## config.mk

```make
export PLATFORM = sky130hd
export DESIGN_NAME = frontdoor_memory
export DESIGN_NICKNAME = d
export VERILOG_FILES = /design/src/rtl/frontdoor_memory_pkg.sv /design/src/rtl/frontdoor_memory_array.sv /design/src/rtl/frontdoor_memory.sv
export SDC_FILE = /design/constraint.sdc
export NUM_CORES = 1
export LEC_CHECK = 0
export BUFFER_PORTS_ARGS = -buffer_cell sky130_fd_sc_hd__buf_4
export CAP_MARGIN = 30
export CORE_MARGIN = 2
export CORE_UTILIZATION = 35
export DETAILED_ROUTE_END_ITERATION = 7
export GPL_TIMING_DRIVEN = 0
export PLACE_DENSITY = 0.55
export SYNTH_ARGS = -nofsm -noshare
export SYNTH_HDL_FRONTEND = slang
export SYNTH_SLANG_ARGS = --single-unit
```

## constraint.sdc

```tcl
create_clock -name clk_i -period 3.1 [get_ports clk_i]
set_input_delay 0.465 -clock clk_i [delete_from_list [all_inputs] [get_ports clk_i]]
set_output_delay 0.465 -clock clk_i [all_outputs]
set_load 0.05 [all_outputs]
```

## src/rtl/frontdoor_memory_pkg.sv

```systemverilog
// Shared constants for the front-door memory: default geometry and command encoding.
package frontdoor_memory_pkg;

   localparam int WIDTH_DEFAULT = 16;
   localparam int DEPTH_DEFAULT = 64;

   localparam logic CMD_WRITE = 1'b1;
   localparam logic CMD_READ  = 1'b0;

endpackage

```

## src/rtl/frontdoor_memory_array.sv

```systemverilog
// DEPTH x WIDTH register storage with one write port, one registered read port,
// asynchronous clear and an address range check for non-power-of-two depths.
module memory_array #(
   parameter int WIDTH      = 16,
   parameter int DEPTH      = 64,
   parameter int ADDR_WIDTH = $clog2(DEPTH)
) (
   input  logic                  clk,
   input  logic                  rst_n,
   input  logic                  wr_en,
   input  logic                  rd_en,
   input  logic [ADDR_WIDTH-1:0] addr,
   input  logic [WIDTH-1:0]      wdata,
   output logic [WIDTH-1:0]      rdata
);

   logic [WIDTH-1:0] mem [DEPTH];
   logic [WIDTH-1:0] rdata_p1;
   logic             in_range;

   // With a power-of-two depth every address decodes to a word.
   if (DEPTH == (2 ** ADDR_WIDTH)) begin : g_full_range
      assign in_range = 1'b1;
   end else begin : g_range_check
      assign in_range = (32'(addr) < 32'(DEPTH));
   end

   always_ff @(posedge clk or negedge rst_n) begin
      if (!rst_n) begin
         for (int i = 0; i < DEPTH; i++) begin
            mem[i] <= '0;
         end
      end else if (wr_en && in_range) begin
         mem[addr] <= wdata;
      end
   end

   // Read stage: out-of-range reads return zero rather than stale data.
   always_ff @(posedge clk or negedge rst_n) begin
      if (!rst_n) begin
         rdata_p1 <= '0;
      end else if (rd_en) begin
         rdata_p1 <= in_range ? mem[addr] : '0;
      end
   end

   assign rdata = rdata_p1;

endmodule

```

## src/rtl/frontdoor_memory.sv

```systemverilog
// Front-door valid/ready request port onto a single-port synchronous RAM.
// One request (write or read) is accepted per clock once ready is up.
module frontdoor_memory
   import frontdoor_memory_pkg::*;
#(
   parameter int WIDTH      = WIDTH_DEFAULT,
   parameter int DEPTH      = DEPTH_DEFAULT,
   parameter int ADDR_WIDTH = $clog2(DEPTH)
) (
   input  logic                  clk_i,
   input  logic                  rst_i,
   input  logic                  valid_i,
   input  logic                  wr_rd_i,
   input  logic [ADDR_WIDTH-1:0] addr_i,
   input  logic [WIDTH-1:0]      wdata_i,
   output logic                  ready_o,
   output logic [WIDTH-1:0]      rdata_o
);

   logic ready;
   logic accept;
   logic wr_en;
   logic rd_en;

   // Ready rises on the first edge after reset release and never stalls after that.
   always_ff @(posedge clk_i or negedge rst_i) begin
      if (!rst_i) begin
         ready <= 1'b0;
      end else begin
         ready <= 1'b1;
      end
   end

   assign accept  = valid_i && ready;
   assign wr_en   = accept && (wr_rd_i == CMD_WRITE);
   assign rd_en   = accept && (wr_rd_i == CMD_READ);
   assign ready_o = ready;

   memory_array #(
      .WIDTH      (WIDTH),
      .DEPTH      (DEPTH),
      .ADDR_WIDTH (ADDR_WIDTH)
   ) u_memory_array (
      .clk   (clk_i),
      .rst_n (rst_i),
      .wr_en (wr_en),
      .rd_en (rd_en),
      .addr  (addr_i),
      .wdata (wdata_i),
      .rdata (rdata_o)
   );

endmodule

```

# Yosys cells after proc, flatten, opt, wreduce, memory -nomap -nowiden
# Cells that the tools add are included.
# word_totals
register_bits	1041
in_bits	26
output_inout_bits	17
word_cells	80
# classes
n_lt_le_gt_ge	2
muxes	6
n_bitwise	2
reduce_logical	4
# op_table
cell	n
1024-bit bitwise mux	1
16-bit binary-select mux with 6-bit select	1
16-bit demux with 6-bit select	1
16-bit two-way mux	3
7-bit >= comparator (second input constant)	1
7-bit by 1-bit < comparator with 1-bit output (second input constant)	1
6-bit inverter with 7-bit output	1
1-bit logical AND	4
1-bit inverter	1

# Depth between registers and ports, before layout
# logic_depth
depth_word	6
ltp_mapped	10
ltp_nobuf	6

# By module
# A second synthesis with hierarchy kept.
# unflattened
hier_cells	3424
area_unflattened_um2	47785.8
# modules_own_cells
module	instances	cells_each	area_each_um2	seq_area_each_um2
memory_array	1	3420	47740.8	26025.0
frontdoor_memory	1	4	45.0	25.0

# Worst setup path after synthesis
# Ideal clock, no wire load.
# synth_timing
path_type	register to register
from	reg ready, in the netlist ready_o
to	reg u_memory_array.mem[117] in the netlist's numbering
setup_time_ns	0.125
arrival_time_ns	2.185
t_required_ns	2.975
slack_ns	0.791
path_stages_with_launch	7
path_buffers	1
synth_period_minus_slack_ns	2.309
cell_sequence	dfrtp_1 -> nand3_1 -> nor2_1 -> nand2_2 -> nor2_2 -> buf_4 -> mux2_2
# synth_via
elab_chain_len	2
# synth_rtl
item	line	rtl
start: declaration	frontdoor_memory.sv:20	logic ready;
start signal: assignment	frontdoor_memory.sv:28	ready <= 1'b0;
start signal: assignment	frontdoor_memory.sv:30	ready <= 1'b1;
1-bit logical AND	frontdoor_memory.sv:34	assign accept = valid_i && ready;
1-bit logical AND	frontdoor_memory.sv:35	assign wr_en = accept && (wr_rd_i == CMD_WRITE);
end signal: indexed assignment	frontdoor_memory_array.sv:34	mem[addr] <= wdata;
end: declaration	frontdoor_memory_array.sv:17	logic [WIDTH-1:0] mem [DEPTH];
# No other way between the ends.
# A chain may end at the register's enable or synchronous reset.

# Worst setup path after layout
# layout_timing
from	in addr_i[1]
to	reg u_memory_array.rdata_p1[5], in the netlist u_memory_array.rdata[5]
# layout_via
elab_chain_len	4
# layout_rtl
item	line	rtl
start: declaration	frontdoor_memory.sv:14	input logic [ADDR_WIDTH-1:0] addr_i,
6-bit inverter with 7-bit output (implied by the code)	frontdoor_memory_array.sv:43	rdata_p1 <= in_range ? mem[addr] : '0;
16-bit binary-select mux with 6-bit select	frontdoor_memory_array.sv:43	
16-bit two-way mux (implied by the code) (2 in a row)	frontdoor_memory_array.sv:43	
end signal: assignment	frontdoor_memory_array.sv:43	
end: declaration	frontdoor_memory_array.sv:18	logic [WIDTH-1:0] rdata_p1;
# No other way between the ends. The select of a mux whose other input is x is not followed.

==> results.yml <==
floorplanning:
  die_w_um: 374
  start_util_pct: 35.3
  core_area_mm2: 0.135
  ioPinCount: 43
  num_rows: 135
  die_h_um: 374
  die_area_mm2: 0.140
yosys:
  synthFlopType: "dfrtp_1"
  syn-cell-area_mm2: 0.0478
  synth_async_sr_flop_share_pct: 100
  synth-edff-count: 0
  synth_seq_cells: 1041
  syn_nets: 3374
  ys_types: 66
  yosysWarnings: 0
  seq_area_frac_synth_pct: 54.5
  syn_avg_cell_area_um2: 14.3
  postSynthCellCount: 3348
power_and_ir_drop:
  ir_drop_mv: 0.418
  finalPower_mw: 32.3
  p_per_area_mw_per_mm2: 585
  p_leak_nw: 25.9
detailed_routing:
  drtIter0Drc: 4216
  wl_um: 203000
  ant_nets: 0
  first_pass_iters: 6
  drc_errors: 0
  avgRoutedWirePerCell_um: 37.3
  avgViaCountPerCell: 6.10
  vias: 33100
sta:
  layout_min_cycle_time_ns: 3.29
  fin_skew_ns: 0.0219
  holdWs_ns: -0.177
  fmax_mhz: 304
  setup-violations-final: 11
  maxSlewHeadroom_pct: 24.8
  setup_ws_ns: -0.191
  worstMarginPinSlew_ns: 1.13
  finalHoldViolCount: 133
  slew_violations: 0
  post-route-period-util_pct: 106
worst_hold_path:
  hold_path_class: "input port to asynchronous set/reset pin"
final_layout:
  syn_to_final_growth_pct: 15.6
  layout_commonest_cell: "mux2_2"
  nets: 3569
  final_cells: 5429
  nFillCells: 12700
  drive_above_1_share_pct: 46.9
  final_cell_mix: "1102 x mux2_2, 1041 x dfrtp_1, 161 x clkbuf_1"
grt:
  grt_overflow: 0
  antenna_found_initial: 15
  grt_pass1_wl_um: 277000
  grt.total_usage_pct: 28.6
  grt_max_degree: 168
  grt_pass1_vias: 32800
clock_tree:
  cts_root_buffer: "clkbuf_16"
  cts_made_buffers: 115
  post_cts_buffers: 0
  htreeDepth: 3
  cts.clk_slew.worst_paths_ns: 0.06
  clk_path_buf_depth: 3
  cts_tree: "done"
  insertion_delay_ns: 0.73
  clock-sinks: 1041
placement:
  place.gp.congestion: 0.989
  place_hpwl_um: 138000
  port_buffers: 25
  post-place-ws_ns: -1.80
  place_inst: 5201
outcome:
  violations: "negative hold slack, negative setup slack"
  status: "complete, but fails checks"
setup_path:
  crit_start: "addr_i[1]"
  path_class: "input port to flop"
  slowest_stage: "a21oi_2"
  required_ns: 3.75
  r2r-start: "ready_o"
  crit_arrival_ns: 3.94
  path_cells: "buf_4 -> buf_4 -> buf_4 -> buf_4 -> buf_4 -> buf_2 -> nand2_1 -> a21oi_2 -> a311oi_1 -> a31oi_1"
  slowest_delay_ns: 0.58
  cp-end-kind: "flop"
  cpMostUsedCell: "buf_4"
  crit_fanout: 10
  start_kind: "input port"
run:
  drv_cap: 0
==> cells in the mapped netlist (9+ instances only) <==
library cell | count | area share, %
a22o_1 | 9 | 0.16
a31oi_1 | 18 | 0.24
nand3_1 | 27 | 0.28
o21ai_0 | 34 | 0.36
a22oi_1 | 85 | 1.3
clkbuf_1 | 135 | 1.1
nor2_4 | 22 | 0.52
mux4_2 | 84 | 4.0
mux2_2 | 1102 | 26
o32a_1 | 11 | 0.23
buf_4 | 65 | 1.0
o22ai_1 | 42 | 0.55
a21oi_1 | 54 | 0.57
nor2_1 | 59 | 0.46
buf_1 | 22 | 0.17
mux2_1 | 10 | 0.24
mux2i_1 | 126 | 2.6
nand2_1 | 47 | 0.37
buf_6 | 10 | 0.24
a221oi_1 | 101 | 1.8
buf_2 | 88 | 0.92
dfrtp_1 | 1041 | 54
nor2_2 | 43 | 0.56
==> layer usage <==
layer,GRT usage (%),vias up,part of all wire (%)
met3,7.40,559,9.2
met2,41.6,1860,43
li1,-,12800,-
met5,0,-,0.034
met1,38.7,17900,42
met4,15.7,10,6.5
==> path summary, 6_finish.rpt <==
check	to	slack, ns	depth (start not counted)
setup / recovery	u_memory_array.rdata[5]	-0.19	10
hold / removal	u_memory_array.mem[104]	-0.18	2
setup reg to reg	u_memory_array.mem[216]	0.02	6
hold reg to reg	u_memory_array.mem[1002]	0.48	1
max in group asynchronous	u_memory_array.rdata[2]	0.56	5
min in group clk_i	u_memory_array.mem[992]	0.26	3
==> what timing repair did <==
item,CTS,global route
endpoints found under the setup margin,16,36
pin swaps,0,0
gates cloned,0,0
hold endpoints to repair,52,155
hold buffers,3,4
resized for setup,28,8
==> where the power goes <==
group | leakage (nW) | switching, mW | internal [mW] | total, mW
clock | 1.94 | 6.02 | 8.31 | 14.3
sequential | 14.3 | 0.407 | 14.3 | 14.7
combinational | 9.60 | 2.21 | 1.15 | 3.36
==> flip-flops by register name (all words and copies together), names as in the netlist <==
name	cells
ready_o	1
u_memory_array.mem	1024
u_memory_array.rdata	16
==> critical path, delay by kind of cell <==
kind	cells	cell delay, ns
AOI/OAI and AO/OA	3	0.86
buffers and inverters	6	2.39
and+or+nand+nor	1	0.13
==> logic make-up after synthesis <==
family / synth area share, %
muxes: 32.8
DFF: 54.5
AOI/OAI and AO/OA: 6.37
buffers and inverters: 3.43
and+or+nand+nor: 2.89
other: 0.00784
==> metrics by stage <==
stage | hold WS, ns | cell area (um2) | utilization (%) | setup TNS [ns]
5_1_grt | -0.130 | 55200 | 40.8 | -0.000297
2_1_floorplan | 0.169 | 47800 | - | 0
6_report | -0.177 | 55300 | 40.8 | -0.925
3_3_place_gp | 0.468 | 50200 | 37.1 | -
3_5_place_dp | 0.361 | 51100 | 37.7 | -207.40
4_1_cts | -0.136 | 55100 | 40.7 | 0
==> cell type report <==
class | count | area [um2] | share of cell area, %
clock buffer | 177 | 3490 | 6.31
multi-input combinational | 1984 | 20200 | 36.5
clock inverter | 39 | 420 | 0.761
timing repair buffer | 79 | 1160 | 2.11
inverter | 3 | 11.3 | 0.0204
tap | 1781 | 2230 | 4.03
buffer | 319 | 1690 | 3.06
antenna | 6 | 15.0 | 0.0272
sequential | 1041 | 26100 | 47.1
(Power assumes the default switching activity.)
